===== src/rtl/morse_pkg.sv =====
// Shared types and constants for the Morse keyer: symbol encoding, FSM states,
// lookup result layout and a helper that left-aligns a symbol pattern.
package morse_pkg;

    localparam logic SYM_DOT  = 1'b0;
    localparam logic SYM_DASH = 1'b1;

    localparam int MAX_SYMBOLS = 6;

    localparam logic [7:0] ASCII_SPACE      = 8'h20;
    localparam logic [7:0] CASE_FOLD_OFFSET = 8'h20;

    typedef enum logic [2:0] {
        IDLE,
        MARK,
        ISPACE,
        CGAP,
        WGAP
    } state_e;

    typedef struct packed {
        logic [MAX_SYMBOLS-1:0] code;      // first symbol in the MSB
        logic [2:0]             len;
        logic                   is_space;
        logic                   supported;
    } lut_out_t;

    // Patterns are written right-aligned for readability and stored MSB-first.
    function automatic lut_out_t sym(input logic [2:0] len, input logic [MAX_SYMBOLS-1:0] bits_r);
        lut_out_t r;
        r.code      = bits_r << (MAX_SYMBOLS - int'(len));
        r.len       = len;
        r.is_space  = 1'b0;
        r.supported = 1'b1;
        return r;
    endfunction

endpackage


===== src/rtl/morse_lut.sv =====
// Combinational ASCII-to-Morse lookup: letters (either case), digits, a small
// punctuation set and the word-space character.
module morse_lut
    import morse_pkg::*;
(
    input  logic [7:0] ascii_i,
    output lut_out_t   entry_o
);

    logic [7:0] ch;

    // NOTE: every always_comb output gets a default before any branch, so no
    // path leaves a value held and no latch is inferred.
    always_comb begin
        ch      = ascii_i;
        entry_o = '0;
        if (ascii_i >= "a" && ascii_i <= "z") begin
            ch = ascii_i - CASE_FOLD_OFFSET;
        end
        case (ch)
            "A": entry_o = sym(3'd2, 6'b01);
            "B": entry_o = sym(3'd4, 6'b1000);
            "C": entry_o = sym(3'd4, 6'b1010);
            "D": entry_o = sym(3'd3, 6'b100);
            "E": entry_o = sym(3'd1, 6'b0);
            "F": entry_o = sym(3'd4, 6'b0010);
            "G": entry_o = sym(3'd3, 6'b110);
            "H": entry_o = sym(3'd4, 6'b0000);
            "I": entry_o = sym(3'd2, 6'b00);
            "J": entry_o = sym(3'd4, 6'b0111);
            "K": entry_o = sym(3'd3, 6'b101);
            "L": entry_o = sym(3'd4, 6'b0100);
            "M": entry_o = sym(3'd2, 6'b11);
            "N": entry_o = sym(3'd2, 6'b10);
            "O": entry_o = sym(3'd3, 6'b111);
            "P": entry_o = sym(3'd4, 6'b0110);
            "Q": entry_o = sym(3'd4, 6'b1101);
            "R": entry_o = sym(3'd3, 6'b010);
            "S": entry_o = sym(3'd3, 6'b000);
            "T": entry_o = sym(3'd1, 6'b1);
            "U": entry_o = sym(3'd3, 6'b001);
            "V": entry_o = sym(3'd4, 6'b0001);
            "W": entry_o = sym(3'd3, 6'b011);
            "X": entry_o = sym(3'd4, 6'b1001);
            "Y": entry_o = sym(3'd4, 6'b1011);
            "Z": entry_o = sym(3'd4, 6'b1100);
            "0": entry_o = sym(3'd5, 6'b11111);
            "1": entry_o = sym(3'd5, 6'b01111);
            "2": entry_o = sym(3'd5, 6'b00111);
            "3": entry_o = sym(3'd5, 6'b00011);
            "4": entry_o = sym(3'd5, 6'b00001);
            "5": entry_o = sym(3'd5, 6'b00000);
            "6": entry_o = sym(3'd5, 6'b10000);
            "7": entry_o = sym(3'd5, 6'b11000);
            "8": entry_o = sym(3'd5, 6'b11100);
            "9": entry_o = sym(3'd5, 6'b11110);
            ".": entry_o = sym(3'd6, 6'b010101);
            ",": entry_o = sym(3'd6, 6'b110011);
            "?": entry_o = sym(3'd6, 6'b001100);
            "/": entry_o = sym(3'd5, 6'b10010);
            "=": entry_o = sym(3'd5, 6'b10001);
            ASCII_SPACE: begin
                entry_o.is_space  = 1'b1;
                entry_o.supported = 1'b1;
            end
            default: entry_o = '0;
        endcase
    end

endmodule


===== src/rtl/morse_keyer.sv =====
// Sequential Morse transmitter: accepts one ASCII character at a time and keys
// it out with unit timing; supports word spaces, abort and unsupported-char flags.
module morse_keyer
    import morse_pkg::*;
#(
    parameter int UNIT_CYCLES    = 4,
    parameter int DASH_UNITS     = 3,
    parameter int CHAR_GAP_UNITS = 3,
    parameter int WORD_GAP_UNITS = 7
) (
    input  logic       clk,
    input  logic       rst_n,
    input  logic       in_valid,
    output logic       in_ready,
    input  logic [7:0] in_data,
    input  logic       abort,
    output logic       key_out,
    output logic       busy,
    output logic       err_unsupported
);

    localparam int UCW = $clog2(UNIT_CYCLES + 1);
    localparam int ULW = $clog2(WORD_GAP_UNITS + DASH_UNITS + 1);

    localparam logic [UCW-1:0] UNIT_LAST = UCW'(UNIT_CYCLES - 1);
    localparam logic [ULW-1:0] DOT_LEFT  = '0;
    localparam logic [ULW-1:0] DASH_LEFT = ULW'(DASH_UNITS - 1);
    localparam logic [ULW-1:0] CGAP_LEFT = ULW'(CHAR_GAP_UNITS - 1);
    localparam logic [ULW-1:0] WGAP_LEFT = ULW'(WORD_GAP_UNITS - CHAR_GAP_UNITS - 1);

    state_e                 state_q, state_d;
    logic [UCW-1:0]         unit_cnt_q, unit_cnt_d;
    logic [ULW-1:0]         units_left_q, units_left_d;
    logic [MAX_SYMBOLS-1:0] code_q, code_d;
    logic [2:0]             len_q, len_d;
    logic [2:0]             sym_idx_q, sym_idx_d;
    logic                   key_q, key_d;
    logic                   err_q, err_d;

    lut_out_t lut;
    logic     transfer;
    logic     unit_done;
    logic     state_done;

    morse_lut u_lut (
        .ascii_i (in_data),
        .entry_o (lut)
    );

    function automatic logic [ULW-1:0] mark_left(input logic s);
        return (s == SYM_DASH) ? DASH_LEFT : DOT_LEFT;
    endfunction

    assign in_ready   = (state_q == IDLE) && rst_n;
    assign transfer   = in_valid && in_ready;
    assign unit_done  = (unit_cnt_q == UNIT_LAST);
    assign state_done = unit_done && (units_left_q == '0);

    // Each state lasts (units_left at entry + 1) units; counters reload on entry.
    always_comb begin
        state_d      = state_q;
        unit_cnt_d   = unit_done ? '0 : unit_cnt_q + UCW'(1);
        units_left_d = unit_done ? units_left_q - ULW'(1) : units_left_q;
        code_d       = code_q;
        len_d        = len_q;
        sym_idx_d    = sym_idx_q;
        err_d        = 1'b0;

        case (state_q)
            IDLE: begin
                unit_cnt_d   = '0;
                units_left_d = '0;
                if (transfer) begin
                    if (!lut.supported) begin
                        err_d = 1'b1;
                    end else if (lut.is_space) begin
                        state_d      = WGAP;
                        units_left_d = WGAP_LEFT;
                    end else begin
                        state_d      = MARK;
                        code_d       = lut.code;
                        len_d        = lut.len;
                        sym_idx_d    = '0;
                        units_left_d = mark_left(lut.code[MAX_SYMBOLS-1]);
                    end
                end
            end
            MARK: begin
                if (state_done) begin
                    if (sym_idx_q + 3'd1 < len_q) begin
                        state_d      = ISPACE;
                        units_left_d = '0;
                    end else begin
                        state_d      = CGAP;
                        units_left_d = CGAP_LEFT;
                    end
                end
            end
            ISPACE: begin
                if (state_done) begin
                    state_d      = MARK;
                    sym_idx_d    = sym_idx_q + 3'd1;
                    code_d       = code_q << 1;
                    units_left_d = mark_left(code_q[MAX_SYMBOLS-2]);
                end
            end
            CGAP, WGAP: begin
                if (state_done) begin
                    state_d      = IDLE;
                    units_left_d = '0;
                end
            end
            default: begin
                state_d      = IDLE;
                unit_cnt_d   = '0;
                units_left_d = '0;
            end
        endcase

        if (abort && state_q != IDLE) begin
            state_d      = IDLE;
            unit_cnt_d   = '0;
            units_left_d = '0;
        end

        key_d = (state_d == MARK);
    end

    // NOTE: reset is synchronous, so it lives inside the clocked branch rather
    // than the sensitivity list; all state uses non-blocking assignment.
    always_ff @(posedge clk) begin
        if (!rst_n) begin
            state_q      <= IDLE;
            unit_cnt_q   <= '0;
            units_left_q <= '0;
            code_q       <= '0;
            len_q        <= '0;
            sym_idx_q    <= '0;
            key_q        <= 1'b0;
            err_q        <= 1'b0;
        end else begin
            state_q      <= state_d;
            unit_cnt_q   <= unit_cnt_d;
            units_left_q <= units_left_d;
            code_q       <= code_d;
            len_q        <= len_d;
            sym_idx_q    <= sym_idx_d;
            key_q        <= key_d;
            err_q        <= err_d;
        end
    end

    assign key_out         = key_q;
    assign busy            = (state_q != IDLE);
    assign err_unsupported = err_q;

endmodule


===== config.mk =====
export PLATFORM = sky130hd
export DESIGN_NAME = morse_keyer
export DESIGN_NICKNAME = d
export VERILOG_FILES = /design/src/rtl/morse_pkg.sv /design/src/rtl/morse_lut.sv /design/src/rtl/morse_keyer.sv
export SDC_FILE = /design/constraint.sdc
export NUM_CORES = 1
export LEC_CHECK = 0
export CAP_MARGIN = 25
export CELL_PAD_IN_SITES_DETAIL_PLACEMENT = 0
export CELL_PAD_IN_SITES_GLOBAL_PLACEMENT = 1
export CORE_AREA = 2 2 72 74
export CTS_CLUSTER_DIAMETER = 150
export CTS_CLUSTER_SIZE = 10
export DETAILED_ROUTE_END_ITERATION = 12
export DIE_AREA = 0 0 74 76
export DONT_BUFFER_PORTS = 1
export PLACE_DENSITY = 0.78
export SLEW_MARGIN = 20
export SYNTH_ARGS = -nofsm -noshare
export SYNTH_HDL_FRONTEND = slang
export SYNTH_HIERARCHICAL = 1
export SYNTH_SLANG_ARGS = --single-unit

===== constraint.sdc =====
create_clock -name clk -period 7.9 [get_ports clk]
set_input_delay 1.58 -clock clk [delete_from_list [all_inputs] [get_ports clk]]
set_output_delay 1.58 -clock clk [all_outputs]
set_load 0.005 [all_outputs]

==> metrics.log <==
[metrics] Final ANT Viol Nets: 0
[metrics] Final Setup Violations: 0
[metrics] maximum buffer depth of the clock tree: 2
[metrics] global-route usage over all layers: 0.177
[metrics] Root Buffer Master: sky130_fd_sc_hd__clkbuf_8
[metrics] Worst setup SP type: input pin
[metrics] placeable core region: 4910 um2
[metrics] Die Span X: about 74 um
[metrics] actual slew at the worst max-slew pin: 803 ps
[metrics] Syn Nets: 296
[metrics] final-layout worst hold slack: 420 ps
[metrics] Placed Cells: 325
[metrics] library cell with the largest summed area after synthesis: sky130_fd_sc_hd__dfxtp_1
[metrics] number of enable flip-flop cells after synthesis: 0
[metrics] vias after detailed routing: 1980
[metrics] cell internal pwr: 0.178 mW
[metrics] flip-flop and latch count after synthesis: 23
[metrics] count of maximum capacitance violations: 0
[metrics] Routed Wire Length: 4800 um
[metrics] worst clock skew on the final layout: between 3 and 4 ps
[metrics] min setup slack post-route: about 3800 ps
[metrics] most used flip-flop cell after synthesis: sky130_fd_sc_hd__dfxtp_1
[metrics] register clock-pin slew on the reported worst setup and hold paths: about 80 ps
[metrics] cell with the most instances after synthesis: sky130_fd_sc_hd__dfxtp_1
[metrics] pre-CTS setup slack: between 3000 and 4000 ps
[metrics] top fanout value on the critical path: 30
[metrics] final-layout fill cell count: 510
[metrics] nets@finish: 280
[metrics] number of cells produced by synthesis: 276
[metrics] share of the clock period used by the worst path after layout: 0.515
[metrics] arrival time at the worst endpoint: between 4000 and 5000 ps
[metrics] critical path type: input pin to flip-flop
[metrics] count of standard-cell rows: 26
[metrics] RePlAce Congestion: 0.897
[metrics] max-slew violation count: 0
[metrics] boundary pin count: 16
[metrics] total CTS buffers: 3
[metrics] area of the mapped netlist: 2070 um2
[metrics] Syn. warnings: 6
[metrics] switch share: 0.281
[metrics] share of Yosys cell area claimed by the top area cell type: 0.222
[metrics] unrepaired setup endpoints after global routing: no
[metrics] routed via count divided by cell count: 6.02
[metrics] residual overflow from global routing: 0
[metrics] Clock Latency Late Sink: between 200 and 300 ps
[metrics] pin count of the biggest net entering global routing: 31
[metrics] pwr dens: 118 nW/um2
[metrics] # Post-CTS Setup Buffers: 0
[metrics] number of global-route vias before repair: 1735
[metrics] growth of design area from synthesis to finish: 1.57%
[metrics] die area: 5620 um2
[metrics] Util after Layout: 0.428
[metrics] Net Switching: 0.0697 mW
[metrics] starting density of the core: 0.422
[metrics] Setup Total Neg Slack: 0 ps
[metrics] number of antenna repair diodes: 0
[metrics] Post-DP HPWL: 3440 um
[metrics] Static Leak: just under 0.8 nW
[metrics] top post-synthesis cells by count: sky130_fd_sc_hd__dfxtp_1, sky130_fd_sc_hd__nand2_1, sky130_fd_sc_hd__nor2_1
[metrics] endpoint type of the worst setup path: flip-flop
[metrics] TritonCTS clock tree: yes
[metrics] layout cell share with drive strength beyond 1: 0.0502
[metrics] Gates resized, CTS repair: 0
[metrics] Tot Pwr: 0.248 mW
[metrics] number of antenna violations at the first check in global routing: 0
[metrics] endpoint required time on the critical path: 8060 ps
[metrics] async set or reset register ratio after synthesis: 0
[metrics] final non-filler cell total: 329
[metrics] post-synthesis sequential area ratio: 0.222
[metrics] mean instance size in the synthesized netlist: roughly 7.5 um2
[metrics] worst vdd rail ir drop: 0.0000589 V
[metrics] count of port buffers added during placement: 0
[metrics] # hold bufs at CTS: 0
[metrics] Max Clk Rate: roughly 0.25 GHz
[metrics] Clock Sink Count: 23
[metrics] leading cell types by total area after synthesis: sky130_fd_sc_hd__dfxtp_1, sky130_fd_sc_hd__ha_1, sky130_fd_sc_hd__mux2i_1
[metrics] average wire per standard cell: 14.6 um
[metrics] global-route wire length before repair: 8240 um
[metrics] sequential share of power: 0.495
[metrics] clock power share: 0.291
[metrics] # DRC: 0
[metrics] DR pass1 iterations: 5
[metrics] vertical extent of the die: between 70 and 80 um
[metrics] status: finished, final reports clean
[metrics] initial drt markers: 213
[metrics] distinct cell type count after synthesis: 68
[metrics] type of the tightest min-delay check: flip-flop to flip-flop
[metrics] worst-case headroom to the max-slew limit: 0.462
[metrics] part of the total power dissipated in combinational logic: 0.214
[metrics] final count of hold timing violations: 0
[metrics] htree depth: 1
[metrics] placed cell area: about 2100 um2
[metrics] post-route minimum period: about 4100 ps
[metrics] finished layout cell area: 2100 um2
==> layout by cell type (no fill, tap or decap), types with 3 or more instances in the layout <==
cell	count
sky130_fd_sc_hd__dfxtp_1	23
sky130_fd_sc_hd__a21oi_1	16
sky130_fd_sc_hd__nor3_1	11
sky130_fd_sc_hd__nand2_1	22
sky130_fd_sc_hd__o211a_1	4
sky130_fd_sc_hd__nand3_1	13
sky130_fd_sc_hd__xor2_1	3
sky130_fd_sc_hd__o21ai_1	3
sky130_fd_sc_hd__o21ai_0	14
sky130_fd_sc_hd__mux2i_1	9
sky130_fd_sc_hd__and3b_1	3
sky130_fd_sc_hd__nand2b_1	6
sky130_fd_sc_hd__clkbuf_8	3
sky130_fd_sc_hd__o22ai_1	4
sky130_fd_sc_hd__nor4_1	3
sky130_fd_sc_hd__nor2_1	22
sky130_fd_sc_hd__nor2b_1	9
sky130_fd_sc_hd__and3_1	4
sky130_fd_sc_hd__inv_1	15
sky130_fd_sc_hd__ha_1	8
sky130_fd_sc_hd__o21a_1	3
sky130_fd_sc_hd__nor4b_1	3
sky130_fd_sc_hd__and2_1	4
==> final timing paths <==
check	startpoint	to	slack, ps	depth (start not counted)
max	in_data[1]	sym_idx_q[2]$_SDFFE_PN0P_	3830	9
min	unit_cnt_q[0]$_SDFF_PP0_	unit_cnt_q[0]$_SDFF_PP0_	420	1
max reg2reg	state_q[1]$_SDFF_PN0_	key_out$_SDFF_PN0_	5900	4
min reg2reg	unit_cnt_q[0]$_SDFF_PP0_	unit_cnt_q[0]$_SDFF_PP0_	420	1
==> sequential cells by signal, indices dropped and copies added (netlist names) <==
name and cells:
len_q 3, err_unsupported 1, unit_cnt_q 3, sym_idx_q 3, key_out 1, units_left_q 4
code_q 5, state_q 3
==> power groups by stage <==
stage          Clock (mW)  Combinational (mW)  Sequential (mW)
4_1_cts            0.0747              0.0524            0.123
2_1_floorplan           0              0.0521            0.125
3_5_place_dp            0              0.0520            0.126
5_1_grt            0.0794              0.0592            0.123
3_3_place_gp            0              0.0530            0.126
6_report           0.0722              0.0531            0.123
==> worst max-delay path, stage by stage <==
cell and delay [ps]:
sky130_fd_sc_hd__or4_4 540, sky130_fd_sc_hd__a22oi_4 190, sky130_fd_sc_hd__nor3_1 70, sky130_fd_sc_hd__or3_4 370, sky130_fd_sc_hd__or4b_1 580, sky130_fd_sc_hd__and3b_1 220, sky130_fd_sc_hd__a22o_4 290, sky130_fd_sc_hd__and4b_1 220
sky130_fd_sc_hd__o21a_1 160
==> cell type report <==
cell class | count | area [um2] | share of cell area
Clock buffer | 4 | 45.0 | 0.0214
Sequential cell | 23 | 460 | 0.219
Tap cell | 70 | 87.6 | 0.0416
Inverter | 16 | 60.1 | 0.0285
Multi-Input combinational cell | 216 | 1450 | 0.690
==> cells by family after synthesis <==
kind of cell,synth area share
flip-flops,0.222
XOR/XNOR,0.0211
buffers and inverters,0.0773
AND/OR/NAND/NOR,0.332
multiplexers,0.0489
adder cells (fa/ha/maj),0.0531
AO/OA/AOI/OAI,0.246
==> metal layers <==
metal,vias up,global-route usage,part of all wire
met5,-,0,0
met1,918,0.271,0.48
li1,978,-,-
met4,0,0.0364,0.013
met2,75,0.259,0.44
met3,9,0.0304,0.069
Note: power is estimated with default switching activity, not from simulation.
